<file path="src/rtl/cam_capture_scaled.sv">
// cam_capture_scaled
// Captures an 8-bit parallel camera stream (OV7670 style: pclk/href/vsync/data)
// into a frame buffer write port, decimating by G_DECIM in both directions.
//
// The camera signals are asynchronous to clk. They are brought in through a
// three-flop chain, and all decisions are taken on the last stage.
//
// Ports
//   clk        system clock
//   rst_n      asynchronous active-low reset
//   pclk       camera byte clock (sampled, never used as a clock)
//   href       camera line valid
//   vsync      camera frame sync
//   data       camera byte bus
//   mode       00 RGB444, 01 RGB565, 1x YUV422 gray (Y byte only)
//   swap_r_b   exchange red and blue channels
//   enable     capture enable; sampled only at frame start
//   addr       buffer write address (row_base + out_col)
//   dout       buffer write data {R,G,B}, or Y in the top 8 bits in gray mode
//   we         one-clk buffer write strobe
//   frame_done one-clk pulse at the start of the frame that follows a frame
//              that wrote at least one pixel
//   line_err   one-clk pulse when a kept line did not deliver G_IMG_COLS pixels
//
// Optional feature (macro CAM_CAPTURE_STATS_EN):
//   frame_cnt  wrapping count of frame_done pulses
//   err_cnt    count of line_err pulses, saturating at 255
module cam_capture_scaled #(
  parameter int G_IMG_COLS = 80,
  parameter int G_IMG_ROWS = 60,
  parameter int G_NB_ADDR  = 13,
  parameter int G_NB_COLOR = 4,
  parameter int G_DECIM    = 2
) (
  input  logic                      clk,
  input  logic                      rst_n,
  input  logic                      pclk,
  input  logic                      href,
  input  logic                      vsync,
  input  logic [7:0]                data,
  input  logic [1:0]                mode,
  input  logic                      swap_r_b,
  input  logic                      enable,
  output logic [G_NB_ADDR-1:0]      addr,
  output logic [3*G_NB_COLOR-1:0]   dout,
  output logic                      we,
  output logic                      frame_done,
  output logic                      line_err
`ifdef CAM_CAPTURE_STATS_EN
  ,
  output logic [15:0]               frame_cnt,
  output logic [7:0]                err_cnt
`endif
);

  localparam int          PADW      = 3*G_NB_COLOR - 8;
  localparam logic [11:0] COLS_W    = 12'(G_IMG_COLS);
  localparam logic [11:0] ROWS_W    = 12'(G_IMG_ROWS);
  localparam logic [11:0] DMASK     = 12'(G_DECIM - 1);  // G_DECIM is a power of two
  localparam logic [15:0] COLS_STEP = 16'(G_IMG_COLS);

  typedef enum logic [2:0] {IDLE, WAIT_FRAME, WAIT_LINE, CAPTURE, LINE_END} state_t;
  state_t state_reg, state_next;

  // Input synchronisers: bit 2 is the stage every decision is based on.
  logic [2:0] pclk_sync_reg, href_sync_reg, vsync_sync_reg;
  logic [7:0] data_s1_reg, data_s2_reg, data_s3_reg;

  always_ff @(posedge clk or negedge rst_n) begin
    if (!rst_n) begin
      pclk_sync_reg  <= '0;
      href_sync_reg  <= '0;
      vsync_sync_reg <= '0;
      data_s1_reg    <= '0;
      data_s2_reg    <= '0;
      data_s3_reg    <= '0;
    end else begin
      pclk_sync_reg  <= {pclk_sync_reg[1:0], pclk};
      href_sync_reg  <= {href_sync_reg[1:0], href};
      vsync_sync_reg <= {vsync_sync_reg[1:0], vsync};
      data_s1_reg    <= data;
      data_s2_reg    <= data_s1_reg;
      data_s3_reg    <= data_s2_reg;
    end
  end

  logic pclk_rise, href_s, vsync_s;
  assign pclk_rise = pclk_sync_reg[1] & ~pclk_sync_reg[2];
  assign href_s    = href_sync_reg[2];
  assign vsync_s   = vsync_sync_reg[2];

  // vsync qualifier: frame start fires once, on the 4th consecutive high sample.
  logic [2:0] vs_cnt_reg;
  logic       frame_start;
  assign frame_start = vsync_s && (vs_cnt_reg == 3'd3);

  always_ff @(posedge clk or negedge rst_n) begin
    if (!rst_n)                vs_cnt_reg <= '0;
    else if (!vsync_s)         vs_cnt_reg <= '0;
    else if (vs_cnt_reg != 3'd4) vs_cnt_reg <= vs_cnt_reg + 3'd1;
  end

  logic in_frame;
  assign in_frame = (state_reg == WAIT_LINE) || (state_reg == CAPTURE) || (state_reg == LINE_END);

  always_comb begin
    state_next = state_reg;
    case (state_reg)
      IDLE:       if (enable) state_next = WAIT_FRAME;
      WAIT_FRAME: if (frame_start) state_next = enable ? WAIT_LINE : IDLE;
      WAIT_LINE:  if (href_s) state_next = CAPTURE;
      CAPTURE:    if (!href_s) state_next = LINE_END;
      LINE_END:   state_next = WAIT_LINE;
      default:    state_next = IDLE;
    endcase
    // A new frame always wins; enable is only looked at here.
    if (in_frame && frame_start) state_next = enable ? WAIT_LINE : IDLE;
  end

  always_ff @(posedge clk or negedge rst_n) begin
    if (!rst_n) state_reg <= IDLE;
    else        state_reg <= state_next;
  end

  // Datapath
  logic                    toggle_reg, wrote_any_reg;
  logic [7:0]              byte0_reg;
  logic [11:0]             in_col_reg, out_col_reg, in_row_reg, out_row_reg;
  logic [15:0]             row_base_reg;
  logic [G_NB_ADDR-1:0]    addr_reg;
  logic [3*G_NB_COLOR-1:0] dout_reg, dout_next;
  logic                    we_reg, frame_done_reg, line_err_reg;

  logic byte_go, col_kept, row_kept, in_bounds;
  assign byte_go   = pclk_rise && href_s && ((state_reg == WAIT_LINE) || (state_reg == CAPTURE));
  assign col_kept  = (in_col_reg & DMASK) == 12'd0;
  assign row_kept  = (in_row_reg & DMASK) == 12'd0;
  assign in_bounds = (out_col_reg < COLS_W) && (out_row_reg < ROWS_W);

  // Pixel assembly from byte0 (held) and byte1 (current sample).
  logic [15:0]             pix_word;
  logic [G_NB_COLOR-1:0]   pix_r, pix_g, pix_b;
  assign pix_word = {byte0_reg, data_s3_reg};

  always_comb begin
    if (mode[0]) begin
      pix_r = pix_word[15 -: G_NB_COLOR];
      pix_g = pix_word[10 -: G_NB_COLOR];
      pix_b = pix_word[4  -: G_NB_COLOR];
    end else begin
      pix_r = pix_word[11 -: G_NB_COLOR];
      pix_g = pix_word[7  -: G_NB_COLOR];
      pix_b = pix_word[3  -: G_NB_COLOR];
    end
    if (mode[1])       dout_next = {byte0_reg, {PADW{1'b0}}};
    else if (swap_r_b) dout_next = {pix_b, pix_g, pix_r};
    else               dout_next = {pix_r, pix_g, pix_b};
  end

  always_ff @(posedge clk or negedge rst_n) begin
    if (!rst_n) begin
      toggle_reg     <= 1'b0;
      wrote_any_reg  <= 1'b0;
      byte0_reg      <= '0;
      in_col_reg     <= '0;
      out_col_reg    <= '0;
      in_row_reg     <= '0;
      out_row_reg    <= '0;
      row_base_reg   <= '0;
      addr_reg       <= '0;
      dout_reg       <= '0;
      we_reg         <= 1'b0;
      frame_done_reg <= 1'b0;
      line_err_reg   <= 1'b0;
    end else begin
      we_reg         <= 1'b0;
      frame_done_reg <= 1'b0;
      line_err_reg   <= 1'b0;
      if (frame_start) begin
        frame_done_reg <= in_frame && wrote_any_reg;
        toggle_reg     <= 1'b0;
        wrote_any_reg  <= 1'b0;
        in_col_reg     <= '0;
        out_col_reg    <= '0;
        in_row_reg     <= '0;
        out_row_reg    <= '0;
        row_base_reg   <= '0;
      end else begin
        if (state_reg == WAIT_LINE && !href_s) begin
          toggle_reg  <= 1'b0;
          in_col_reg  <= '0;
          out_col_reg <= '0;
        end
        if (byte_go) begin
          if (!toggle_reg) begin
            byte0_reg  <= data_s3_reg;
            toggle_reg <= 1'b1;
          end else begin
            toggle_reg <= 1'b0;
            in_col_reg <= in_col_reg + 12'd1;
            if (col_kept && row_kept) begin
              // out_col keeps counting past the image width so line_err sees it.
              if (out_col_reg != 12'hFFF) out_col_reg <= out_col_reg + 12'd1;
              if (in_bounds) begin
                we_reg        <= 1'b1;
                addr_reg      <= G_NB_ADDR'(row_base_reg) + G_NB_ADDR'(out_col_reg);
                dout_reg      <= dout_next;
                wrote_any_reg <= 1'b1;
              end
            end
          end
        end
        if (state_reg == LINE_END) begin
          in_row_reg <= in_row_reg + 12'd1;
          if (row_kept) begin
            row_base_reg <= row_base_reg + COLS_STEP;
            if (out_row_reg != 12'hFFF) out_row_reg <= out_row_reg + 12'd1;
            line_err_reg <= (out_col_reg != COLS_W);
          end
        end
      end
    end
  end

  assign addr       = addr_reg;
  assign dout       = dout_reg;
  assign we         = we_reg;
  assign frame_done = frame_done_reg;
  assign line_err   = line_err_reg;

`ifdef CAM_CAPTURE_STATS_EN
  logic [15:0] frame_cnt_reg;
  logic [7:0]  err_cnt_reg;

  always_ff @(posedge clk or negedge rst_n) begin
    if (!rst_n) begin
      frame_cnt_reg <= '0;
      err_cnt_reg   <= '0;
    end else begin
      if (frame_done_reg) frame_cnt_reg <= frame_cnt_reg + 16'd1;
      if (line_err_reg && err_cnt_reg != 8'hFF) err_cnt_reg <= err_cnt_reg + 8'd1;
    end
  end

  assign frame_cnt = frame_cnt_reg;
  assign err_cnt   = err_cnt_reg;
`endif

endmodule

</file>
<file path="config.mk">
export PLATFORM = sky130hd
export DESIGN_NAME = cam_capture_scaled
export DESIGN_NICKNAME = d
export VERILOG_FILES = /design/src/rtl/cam_capture_scaled.sv
export SDC_FILE = /design/constraint.sdc
export NUM_CORES = 1
export LEC_CHECK = 0
export ABC_CLOCK_PERIOD_IN_PS = 2150
export CORE_ASPECT_RATIO = 1.5
export CORE_UTILIZATION = 54
export CTS_BUF_LIST = sky130_fd_sc_hd__clkbuf_4 sky130_fd_sc_hd__clkbuf_8
export CTS_CLUSTER_SIZE = 28
export DETAILED_ROUTE_END_ITERATION = 10
export PLACE_DENSITY_LB_ADDON = 0.2
export SLEW_MARGIN = 25
export SYNTH_ARGS = -nofsm -noshare
export SYNTH_HDL_FRONTEND = slang
export SYNTH_SLANG_ARGS = --single-unit
</file>
<file path="constraint.sdc">
create_clock -name clk -period 2.15 [get_ports clk]
set_input_delay 0.43 -clock clk [delete_from_list [all_inputs] [get_ports clk]]
set_output_delay 0.43 -clock clk [all_outputs]
set_load 0.01 [all_outputs]
</file>
======== Word-level counts from Yosys, hierarchy flattened ========
Index checks and enable logic that the tools add are counted.
word-level totals
  register bits ........................... 141
cells by class
  $add $sub $neg .......................... 7
  $lt $le $gt $ge ......................... 2
  equality and inequality tests ........... 14
  mux-type cells .......................... 51
  bitwise gates (word level) .............. 4
  reductions and logical operators ........ 28
operator list
  operator                 number
  $mux W12                 18
  $add A12 B1 Y12 const B  4
  $mux W16                 3
  $logic_not A12 Y1        2
  $ne A12 B12 Y1 const B   2
  $mux W3                  7
  $mux W1                  18
  $add A16 B7 Y16 const B  1
  $pmux W3 S5              1
  $reduce_bool A2 Y1       7
  $add A13 B12 Y13         1
  $lt A12 B6 Y1 const B    1
  $lt A12 B7 Y1 const B    1
  $mux W4                  3
  $ne A12 B7 Y1 const B    1
  $eq A3 B2 Y1 const B     3
  $ne A3 B3 Y1 const B     3
  $logic_and A1 B1 Y1      8
  $reduce_and A4 Y1        2
  $ne A3 B2 Y1 const B     2
  $reduce_and A3 Y1        2
  $reduce_and A5 Y1        1
  $add A3 B1 Y3 const B    1
  $eq A3 B1 Y1 const B     1
  other kinds (10)         13

======== Longest topological paths before layout ========
Gate-level depths: netlist of run 1.
  word-level depth ........................ 8
  depth in mapped cells ................... 9
  depth with buffers taken out ............ 7

======== Least setup slack after synthesis of run 1 ========
OpenSTA, ideal clock, no wires.
  path kind ............................... register -> register
  start ................................... register vs_cnt_reg[1]
  end ..................................... register addr_reg[2] (netlist: addr[2])
  library setup time ...................... 0.119 ns
  data arrival time ....................... 1.954 ns
  required time ........................... 2.031 ns
  slack ................................... 0.077 ns
  stages on the path, launching flop included .. 10
  buffers on the path ..................... 2
  clock period less this slack ............ 2.073 ns
  path through ............................ dfrtp_1 ha_1 ha_1 nand2_1 nand3_4 or4_1 buf_2 buf_6 nand2_1 o21ai_2
between the ends
  longest elaborated chain between the ends .. 4
ends and longest elaborated chain
  element                      RTL line  text
  from (decl)                  93        logic [2:0] vs_cnt_reg;
  from (signal assigned)       100       else if (vs_cnt_reg != 3'd4) vs_cnt_reg <= vs_cnt_reg + 3'd1;
  $eq A3 B2 Y1                 95        assign frame_start = vsync_s && (vs_cnt_reg == 3'd3);
  $logic_and A1 B1 Y1          95
  $not A1 Y1 (no line)         n/a
  $reduce_and A5 Y1 (no line)  n/a
  to (signal assigned)         206       addr_reg <= G_NB_ADDR'(row_base_reg) + G_NB_ADDR'(out_col_reg);
  to (decl)                    130       logic [G_NB_ADDR-1:0] addr_reg;
Every way passes these cells.
A chain may end at the register's enable or synchronous reset.

======== Final worst setup path of run 1 ========
  start ................................... register out_row_reg[9]
  end ..................................... register addr_reg[1] (netlist: addr[1])
between the ends
  longest elaborated chain between the ends .. 3
ends and longest elaborated chain
  element                      RTL line  text
  from (decl)                  128       logic [11:0] in_col_reg, out_col_reg, in_row_reg, out_row_reg;
  from (signal assigned)       217       if (out_row_reg != 12'hFFF) out_row_reg <= out_row_reg + 12'd1;
  $lt A12 B6 Y1                138       assign in_bounds = (out_col_reg < COLS_W) && (out_row_reg < ROWS_W);
  $logic_and A1 B1 Y1          138
  $reduce_and A5 Y1 (no line)  n/a
Every way passes these cells.

==> flow_results.xml, run 1 <==
<?xml version="1.0" encoding="UTF-8"?>
<metrics>
  <group name="critical_path">
    <metric name="reg2reg_setup_slack" unit="ns">0.17</metric>
    <metric name="worstPathRequired" unit="ns">2.43</metric>
    <metric name="crit_path_start_kind" unit="">flip-flop</metric>
    <metric name="worst-r2r-cell-count" unit="">6</metric>
    <metric name="critPathMaxFanout" unit="">20</metric>
    <metric name="critical_path_class" unit="">flip-flop to flip-flop</metric>
    <metric name="critical_path_s_largest_stage_delay" unit="ns">0.61</metric>
    <metric name="endpoint_kind" unit="">flip-flop</metric>
    <metric name="regToRegEndpoint" unit="">addr[1]$_DFFE_PN0P_</metric>
    <metric name="total_buffers_and_inverters_traversed_by_the_critical_path" unit="">1</metric>
    <metric name="critical_path_depth" unit="">6</metric>
    <metric name="most_frequent_cell_on_the_critical_path" unit="">sky130_fd_sc_hd__nand2_1</metric>
    <metric name="cpMaxStageDelayCell" unit="">sky130_fd_sc_hd__or4_4</metric>
    <metric name="timing.critical_path.cells" unit="">nor4_2, nand3_1, or4_4, clkbuf_16, nand2_1, nand2_1</metric>
    <metric name="crit-reg2reg-launch" unit="">out_row_reg[9]$_DFFE_PN0P_</metric>
    <metric name="worstPathArrival" unit="ns">2.27</metric>
    <metric name="cpLargestDelayFamily" unit="">simple AND/OR/NAND/NOR gates</metric>
  </group>
  <group name="placed_design">
    <metric name="number_of_buffers_added_on_ports" unit="">44</metric>
    <metric name="detailed_place_hpwl" unit="um">7410</metric>
    <metric name="preCtsSetupSlack" unit="ns">0.0452</metric>
    <metric name="placedInstanceArea" unit="um^2">6050</metric>
    <metric name="place.gp.congestion" unit="">0.840</metric>
  </group>
  <group name="sta">
    <metric name="finalWorstPathRequiredPeriod" unit="ns">1.98</metric>
    <metric name="postLayoutSetupSlackWorst" unit="ns">0.167</metric>
    <metric name="totalNegativeSetupSlack" unit="ns">0</metric>
    <metric name="tightest_slew" unit="ns">0.555</metric>
    <metric name="maxClockFrequency" unit="MHz">504</metric>
    <metric name="slew_violations" unit="">0</metric>
    <metric name="setup_violations" unit="">0</metric>
    <metric name="layout_worst_path_cycle_share" unit="">0.922</metric>
    <metric name="clock_skew" unit="ns">0.00903</metric>
    <metric name="timing.slew.headroom" unit="">0.629</metric>
    <metric name="rsz0062_at_grt" unit="">no</metric>
    <metric name="report.final.hold_viol_count" unit="">0</metric>
  </group>
  <group name="cells_and_area">
    <metric name="layout_common_cells" unit="">sky130_fd_sc_hd__dfrtp_1, sky130_fd_sc_hd__nand2_1, sky130_fd_sc_hd__clkdlybuf4s50_1</metric>
    <metric name="stdcell_area" unit="um^2">6290</metric>
    <metric name="num-nets-final" unit="">583</metric>
    <metric name="area.growth.synth_to_final" unit="%">17.7</metric>
    <metric name="layout.cells.most_common" unit="">sky130_fd_sc_hd__dfrtp_1</metric>
    <metric name="layout.core_utilization" unit="">0.653</metric>
    <metric name="layout-drive-gt1-share" unit="">0.162</metric>
    <metric name="largest_register_ffs" unit="">13</metric>
    <metric name="n_fill_cell" unit="">747</metric>
    <metric name="antennaDiodeCount" unit="">0</metric>
  </group>
  <group name="logic_synthesis">
    <metric name="synth-edff-count" unit="">0</metric>
    <metric name="synth_area_per_cell" unit="um^2">10.9</metric>
    <metric name="postSynth.topFlopCell" unit="">sky130_fd_sc_hd__dfrtp_1</metric>
    <metric name="synth_sequential_area_ratio" unit="">0.524</metric>
    <metric name="yosysWarningCount" unit="">0</metric>
    <metric name="synth_cells" unit="">490</metric>
    <metric name="yosys.area.top_type_share" unit="">0.524</metric>
    <metric name="post-synth-top-area-cell" unit="">sky130_fd_sc_hd__dfrtp_1</metric>
    <metric name="postSynthRegisterBits" unit="">112</metric>
    <metric name="synthTopCellsByArea" unit="">sky130_fd_sc_hd__dfrtp_1, sky130_fd_sc_hd__nand2_1, sky130_fd_sc_hd__ha_1</metric>
    <metric name="yosysUniqueCellTypes" unit="">55</metric>
    <metric name="synth.net_count" unit="">523</metric>
    <metric name="synthesis.area" unit="um^2">5350</metric>
    <metric name="synth_async_sr_flop_share" unit="">1.00</metric>
  </group>
  <group name="drt">
    <metric name="drtAntennaViolNets" unit="">0</metric>
    <metric name="finalWirelength" unit="um">10200</metric>
    <metric name="vias_per_cell" unit="">5.72</metric>
    <metric name="first_pass_iters" unit="">5</metric>
    <metric name="detail_route.iter0.violations" unit="">279</metric>
    <metric name="via_count" unit="">3830</metric>
    <metric name="drt_drc_violations_left" unit="">0</metric>
    <metric name="routed_wire_length_per_instance" unit="um">15.2</metric>
  </group>
  <group name="global_route">
    <metric name="global_route.peak_usage_layer" unit="">met2</metric>
    <metric name="first_global_vias" unit="">3779</metric>
    <metric name="grt.met3_usage" unit="">0.0311</metric>
    <metric name="grt_start_max_net_pins" unit="">41</metric>
    <metric name="gr-total-overflow" unit="">0</metric>
    <metric name="antenna_found_initial" unit="">0</metric>
    <metric name="track_usage" unit="">0.214</metric>
    <metric name="grt_pass1_wl" unit="um">17400</metric>
    <metric name="grt_use_met1" unit="">0.250</metric>
    <metric name="grt_use_met2" unit="">0.383</metric>
  </group>
  <group name="min_path">
    <metric name="whs_endpoint" unit="">data_s2_reg[4]$_DFF_PN0_</metric>
    <metric name="hold-path-cell-count" unit="">0</metric>
    <metric name="min-delay-start" unit="">data_s1_reg[4]$_DFF_PN0_</metric>
    <metric name="holdCritPathClass" unit="">flip-flop to flip-flop</metric>
  </group>
  <group name="pwr">
    <metric name="switching_share_of_power" unit="">0.301</metric>
    <metric name="fraction_of_power_consumed_by_sequential_logic" unit="">0.545</metric>
    <metric name="fin_total_pwr" unit="uW">4660</metric>
    <metric name="power_per_unit_of_standard_cell_area" unit="nW/um^2">740</metric>
    <metric name="peakVddDrop" unit="uV">542</metric>
    <metric name="power.leakage" unit="uW">0.00279</metric>
    <metric name="total_switching_power" unit="uW">1400</metric>
    <metric name="pint" unit="uW">3250</metric>
    <metric name="clock_share_of_power" unit="">0.269</metric>
    <metric name="p_comb_frac" unit="">0.186</metric>
  </group>
  <group name="cts">
    <metric name="worstSkewPairLatency" unit="ns">0.39</metric>
    <metric name="tritoncts" unit="">built</metric>
    <metric name="cts-buffers-inserted" unit="">9</metric>
    <metric name="clkSlewWorstSetupHoldPaths" unit="ns">0.11</metric>
    <metric name="cts_htree_levels" unit="">3</metric>
    <metric name="tritoncts_num_sinks" unit="">112</metric>
    <metric name="clk_buf_depth" unit="">2</metric>
    <metric name="cts_root_buffer" unit="">sky130_fd_sc_hd__clkbuf_8</metric>
  </group>
  <group name="outcome">
    <metric name="status" unit="">complete, no violations</metric>
  </group>
  <group name="die">
    <metric name="rows" unit="">44</metric>
    <metric name="die-width" unit="um">83.2</metric>
    <metric name="initial_utilization" unit="">0.555</metric>
    <metric name="dieArea" unit="um^2">10300</metric>
    <metric name="die_y" unit="um">124</metric>
    <metric name="floorplan.io_pins" unit="">45</metric>
    <metric name="core_area" unit="um^2">9630</metric>
  </group>
  <group name="job">
    <metric name="drv_cap" unit="">0</metric>
  </group>
</metrics>
[worst register-to-register path, cell delays in order (launching register included)]
cell,delay (ns)
sky130_fd_sc_hd__dfrtp_1,0.45
sky130_fd_sc_hd__nor4_2,0.33
sky130_fd_sc_hd__nand3_1,0.15
sky130_fd_sc_hd__or4_4,0.61
sky130_fd_sc_hd__clkbuf_16,0.23
sky130_fd_sc_hd__nand2_1,0.08
sky130_fd_sc_hd__nand2_1,0.04
[repair_timing]
item                                   in CTS  in global routing
resized for setup                           0                  4
setup buffers                               0                  0
setup endpoints to repair                   0                 29
endpoints found under the hold margin      28                  0
hold buffers                                1                  0
[worst max path at each step]
| stage | startpoint | endpoint | slack, ns |
|---|---|---|---|
| 6_report | out_row_reg[9]$_DFFE_PN0P_ | addr[1]$_DFFE_PN0P_ | 0.17 |
| 5_1_grt | out_row_reg[9]$_DFFE_PN0P_ | dout[0]$_DFFE_PN0P_ | 0.05 |
| 4_1_cts | vs_cnt_reg[0]$_DFFE_PN0P_ | addr[0]$_DFFE_PN0P_ | 0.02 |
| 3_5_place_dp | vs_cnt_reg[0]$_DFFE_PN0P_ | addr[12]$_DFFE_PN0P_ | 0.05 |
| 3_3_place_gp | vs_cnt_reg[1]$_DFFE_PN0P_ | dout[10]$_DFFE_PN0P_ | 0.10 |
| 2_1_floorplan | vs_cnt_reg[1]$_DFFE_PN0P_ | addr[2]$_DFFE_PN0P_ | 0.08 |
[per-stage QoR]
stage                     std cells  hold slack [ns]
after floorplan                 490            0.134
after global placement          652            0.331
after detailed placement        652            0.335
after CTS                       669            0.361
after global routing            670            0.365
final                           670            0.358
[synthesized netlist by cell type, drive strengths merged (2+ instances only)]
master and number:
a21oi 25, and3 9, o211ai 2, a211oi 2, mux4 8, nor2 42, mux2i 10, clkbuf 13
mux2 9, dfrtp 112, nand4 9, nand2 61, nor3 8, ha 16, and4 2, nand3b 9
buf 8, o21a 3, o21ai 30, xnor2 16, o31ai 3, inv 7, a21boi 3, nor4b 2
a21o 2, or4 2, or3 9, nand3 25, and2 5, a31o 5, nor4 5, xor2 10
[power groups by stage]
stage	Clock (uW)	Sequential [uW]	Combinational, uW
final	1250	2540	864
after global routing	1370	2570	962
after CTS	1290	2540	873
after detailed placement	0	2580	869
after global placement	0	2570	830
after floorplan	0	2550	528
[area by class of cell]
| cell class | count | area (um^2) | share of cell area |
|---|---|---|---|
| clock buffers | 10 | 131 | 0.0209 |
| inverters | 7 | 26.3 | 0.00417 |
| repair buffers | 70 | 703 | 0.112 |
| clock inverters | 6 | 67.6 | 0.0107 |
| multi-input cells | 350 | 2420 | 0.384 |
| well taps | 115 | 144 | 0.0229 |
| flip-flops and latches | 112 | 2800 | 0.445 |
[layer usage]
layer	wire, um	part of all wire
met1	4270	0.42
met2	5270	0.52
met3	287	0.028
met4	347	0.034
met5	0	0
[cells by family after synthesis]
kind of cell	count (synthesis)	share of synthesized area
buf+inv	28	0.0257
fa+ha+maj	16	0.0374
mux	27	0.0714
xor+xnor	26	0.0426
other cells	1	0.000701
simple gates	199	0.195
flops	112	0.524
compound gates	81	0.103
Note: power is estimated with default switching activity, not from simulation.
==> run 2: changes to the inputs <==
- ABC_CLOCK_PERIOD_IN_PS: 2150 -> 2000
- CORE_MARGIN: unset -> 2
- CORE_UTILIZATION: 54 -> 55
- clock period: 2.15 -> 2 ns (I/O delays scaled with it)
==> run 2 against run 1 <==
  * Cell area rose by 3.9%
  * Clock skew is 0.00098 ns higher
  * Final cell count increased by 1.8%
  * Flip-flop and latch count unchanged
  * Worst setup slack got worse by 0.14 ns
  * Die area up 2.2%
  * Utilization is 2.9 points higher
  * Non-clock buffer count increased by 12
  * Combinational power is 12% higher
  * Clock power is 13% higher
  * Register-to-register slack worse by 0.14 ns
  * Total power increased by 10%
==> flow_results.xml, run 2 (synthesis results as in run 1) <==
<?xml version="1.0" encoding="UTF-8"?>
<metrics>
  <group name="cts">
    <metric name="tritoncts_num_sinks" unit="">112</metric>
    <metric name="clk_buf_depth" unit="">2</metric>
    <metric name="cts_htree_levels" unit="">3</metric>
    <metric name="worstSkewPairLatency" unit="ns">0.39</metric>
    <metric name="cts_root_buffer" unit="">sky130_fd_sc_hd__clkbuf_8</metric>
    <metric name="cts-buffers-inserted" unit="">9</metric>
    <metric name="tritoncts" unit="">built</metric>
    <metric name="clkSlewWorstSetupHoldPaths" unit="ns">0.12</metric>
  </group>
  <group name="drt">
    <metric name="via_count" unit="">3947</metric>
    <metric name="vias_per_cell" unit="">5.79</metric>
    <metric name="finalWirelength" unit="um">10700</metric>
    <metric name="drtAntennaViolNets" unit="">0</metric>
    <metric name="drt_drc_violations_left" unit="">0</metric>
    <metric name="routed_wire_length_per_instance" unit="um">15.8</metric>
    <metric name="detail_route.iter0.violations" unit="">241</metric>
    <metric name="first_pass_iters" unit="">4</metric>
  </group>
  <group name="min_path">
    <metric name="hold-path-cell-count" unit="">0</metric>
    <metric name="holdCritPathClass" unit="">flip-flop to flip-flop</metric>
  </group>
  <group name="sta">
    <metric name="clock_skew" unit="ns">0.0100</metric>
    <metric name="report.final.hold_viol_count" unit="">0</metric>
    <metric name="maxClockFrequency" unit="MHz">506</metric>
    <metric name="slew_violations" unit="">0</metric>
    <metric name="setup_violations" unit="">0</metric>
    <metric name="finalWorstPathRequiredPeriod" unit="ns">1.98</metric>
    <metric name="layout_worst_path_cycle_share" unit="">0.989</metric>
    <metric name="timing.slew.headroom" unit="">0.624</metric>
    <metric name="tightest_slew" unit="ns">0.562</metric>
    <metric name="rsz0062_at_grt" unit="">yes</metric>
  </group>
  <group name="cells_and_area">
    <metric name="layout.cells.most_common" unit="">sky130_fd_sc_hd__dfrtp_1</metric>
    <metric name="layout-drive-gt1-share" unit="">0.212</metric>
    <metric name="largest_register_ffs" unit="">13</metric>
    <metric name="multiInputGateArea" unit="um^2">2490</metric>
    <metric name="regArea" unit="um^2">2810</metric>
    <metric name="post_layout_nonfiller_instances" unit="">682</metric>
    <metric name="n_fill_cell" unit="">748</metric>
    <metric name="stdcell_area" unit="um^2">6540</metric>
    <metric name="num-nets-final" unit="">595</metric>
    <metric name="layout_common_cells" unit="">sky130_fd_sc_hd__dfrtp_1, sky130_fd_sc_hd__nand2_1, sky130_fd_sc_hd__clkdlybuf4s50_1</metric>
    <metric name="antennaDiodeCount" unit="">0</metric>
    <metric name="area.growth.synth_to_final" unit="%">22.3</metric>
  </group>
  <group name="critical_path">
    <metric name="crit_path_start_kind" unit="">flip-flop</metric>
    <metric name="worst-r2r-cell-count" unit="">6</metric>
    <metric name="endpoint_kind" unit="">flip-flop</metric>
    <metric name="critPathMaxFanout" unit="">10</metric>
    <metric name="critical_path_class" unit="">flip-flop to flip-flop</metric>
    <metric name="worstPathRequired" unit="ns">2.29</metric>
    <metric name="worstPathArrival" unit="ns">2.26</metric>
    <metric name="reg2reg_setup_slack" unit="ns">0.02</metric>
  </group>
  <group name="placed_design">
    <metric name="detailed_place_hpwl" unit="um">7410</metric>
    <metric name="post-place-cells" unit="">658</metric>
    <metric name="place.gp.congestion" unit="">0.850</metric>
    <metric name="placedInstanceArea" unit="um^2">6110</metric>
    <metric name="number_of_buffers_added_on_ports" unit="">44</metric>
  </group>
  <group name="pwr">
    <metric name="peakVddDrop" unit="uV">566</metric>
    <metric name="power_per_unit_of_standard_cell_area" unit="nW/um^2">784</metric>
    <metric name="power.leakage" unit="uW">0.00288</metric>
  </group>
  <group name="die">
    <metric name="initial_utilization" unit="">0.558</metric>
    <metric name="dieArea" unit="um^2">10500</metric>
    <metric name="die_y" unit="um">125</metric>
    <metric name="rows" unit="">44</metric>
    <metric name="floorplan.io_pins" unit="">45</metric>
    <metric name="core_area" unit="um^2">9580</metric>
    <metric name="die-width" unit="um">84.5</metric>
  </group>
  <group name="global_route">
    <metric name="gr-total-overflow" unit="">0</metric>
    <metric name="first_global_vias" unit="">3850</metric>
    <metric name="antenna_found_initial" unit="">0</metric>
    <metric name="grt_start_max_net_pins" unit="">41</metric>
    <metric name="grt_pass1_wl" unit="um">17800</metric>
    <metric name="track_usage" unit="">0.208</metric>
  </group>
  <group name="job">
    <metric name="drv_cap" unit="">0</metric>
  </group>
  <group name="outcome">
    <metric name="status" unit="">complete, no violations</metric>
  </group>
</metrics>
## run 2: cell count changes in the layout (fill, tap and decap cells not counted), sizes merged
cell,previous run,this run
buf,25,35
clkbuf,11,12
clkinv,2,3
clkinvlp,0,1
inv,11,10
## run 2: critical path, cell delays in order, from the launching register on
cell and delay, ns:
sky130_fd_sc_hd__dfrtp_1 0.47, sky130_fd_sc_hd__and4bb_4 0.39, sky130_fd_sc_hd__nand3_4 0.07, sky130_fd_sc_hd__or4_4 0.60
sky130_fd_sc_hd__clkbuf_16 0.21, sky130_fd_sc_hd__nand2_1 0.08, sky130_fd_sc_hd__o21ai_2 0.05
## run 2: final timing paths
path	startpoint	endpoint
hold / removal	data_s1_reg[0]$_DFF_PN0_	data_s2_reg[0]$_DFF_PN0_
hold reg to reg	data_s1_reg[0]$_DFF_PN0_	data_s2_reg[0]$_DFF_PN0_
max in group asynchronous	rst_n	out_row_reg[0]$_DFFE_PN0P_
setup reg to reg	state_reg[2]$_DFFE_PN0P_	dout[9]$_DFFE_PN0P_
setup / recovery	state_reg[2]$_DFFE_PN0P_	dout[9]$_DFFE_PN0P_
min in group asynchronous	rst_n	dout[9]$_DFFE_PN0P_
## run 2: where the power goes
part / internal, uW / switching [uW] / leakage [uW]
Clock: 518 / 891 / 0.000105
Sequential: 2500 / 251 / 0.00138
Combinational: 509 / 456 / 0.00140
Total: 3530 / 1600 / 0.00288
## run 2: repair_timing
item	4_1_cts	5_1_grt
hold buffers	1	0
buffers inserted	0	2
endpoints found under the setup margin	0	37
hold endpoints to repair	26	0
resized for setup	0	23
## run 2: cell type report
class | count | share of cell area
clock buffers | 9 | 0.0189
clock inverters | 7 | 0.0145
inverters | 7 | 0.00402
multi-input cells | 350 | 0.381
flip-flops and latches | 112 | 0.429
well taps | 115 | 0.0220
repair buffers | 82 | 0.130
## run 2: layer usage
metal / part of all wire / GRT usage
met5: 0 / 0
met4: 0.023 / 0.0775
met3: 0.034 / 0.0351
met2: 0.53 / 0.361
met1: 0.41 / 0.258
## run 2: metrics by stage
stage                     TNS [ns]  worst slack, ns  power, uW  hold WS (ns)  utilization
after global routing        -0.544          -0.0375       5410         0.367        0.683
after CTS                        0          0.00603       5120         0.362        0.662
after detailed placement         0           0.0213       3710         0.335        0.638
after floorplan                  0          0.00273       3310         0.104            -
final                            0           0.0223       5130         0.359        0.683
after global placement           0           0.0666       3650         0.331        0.638
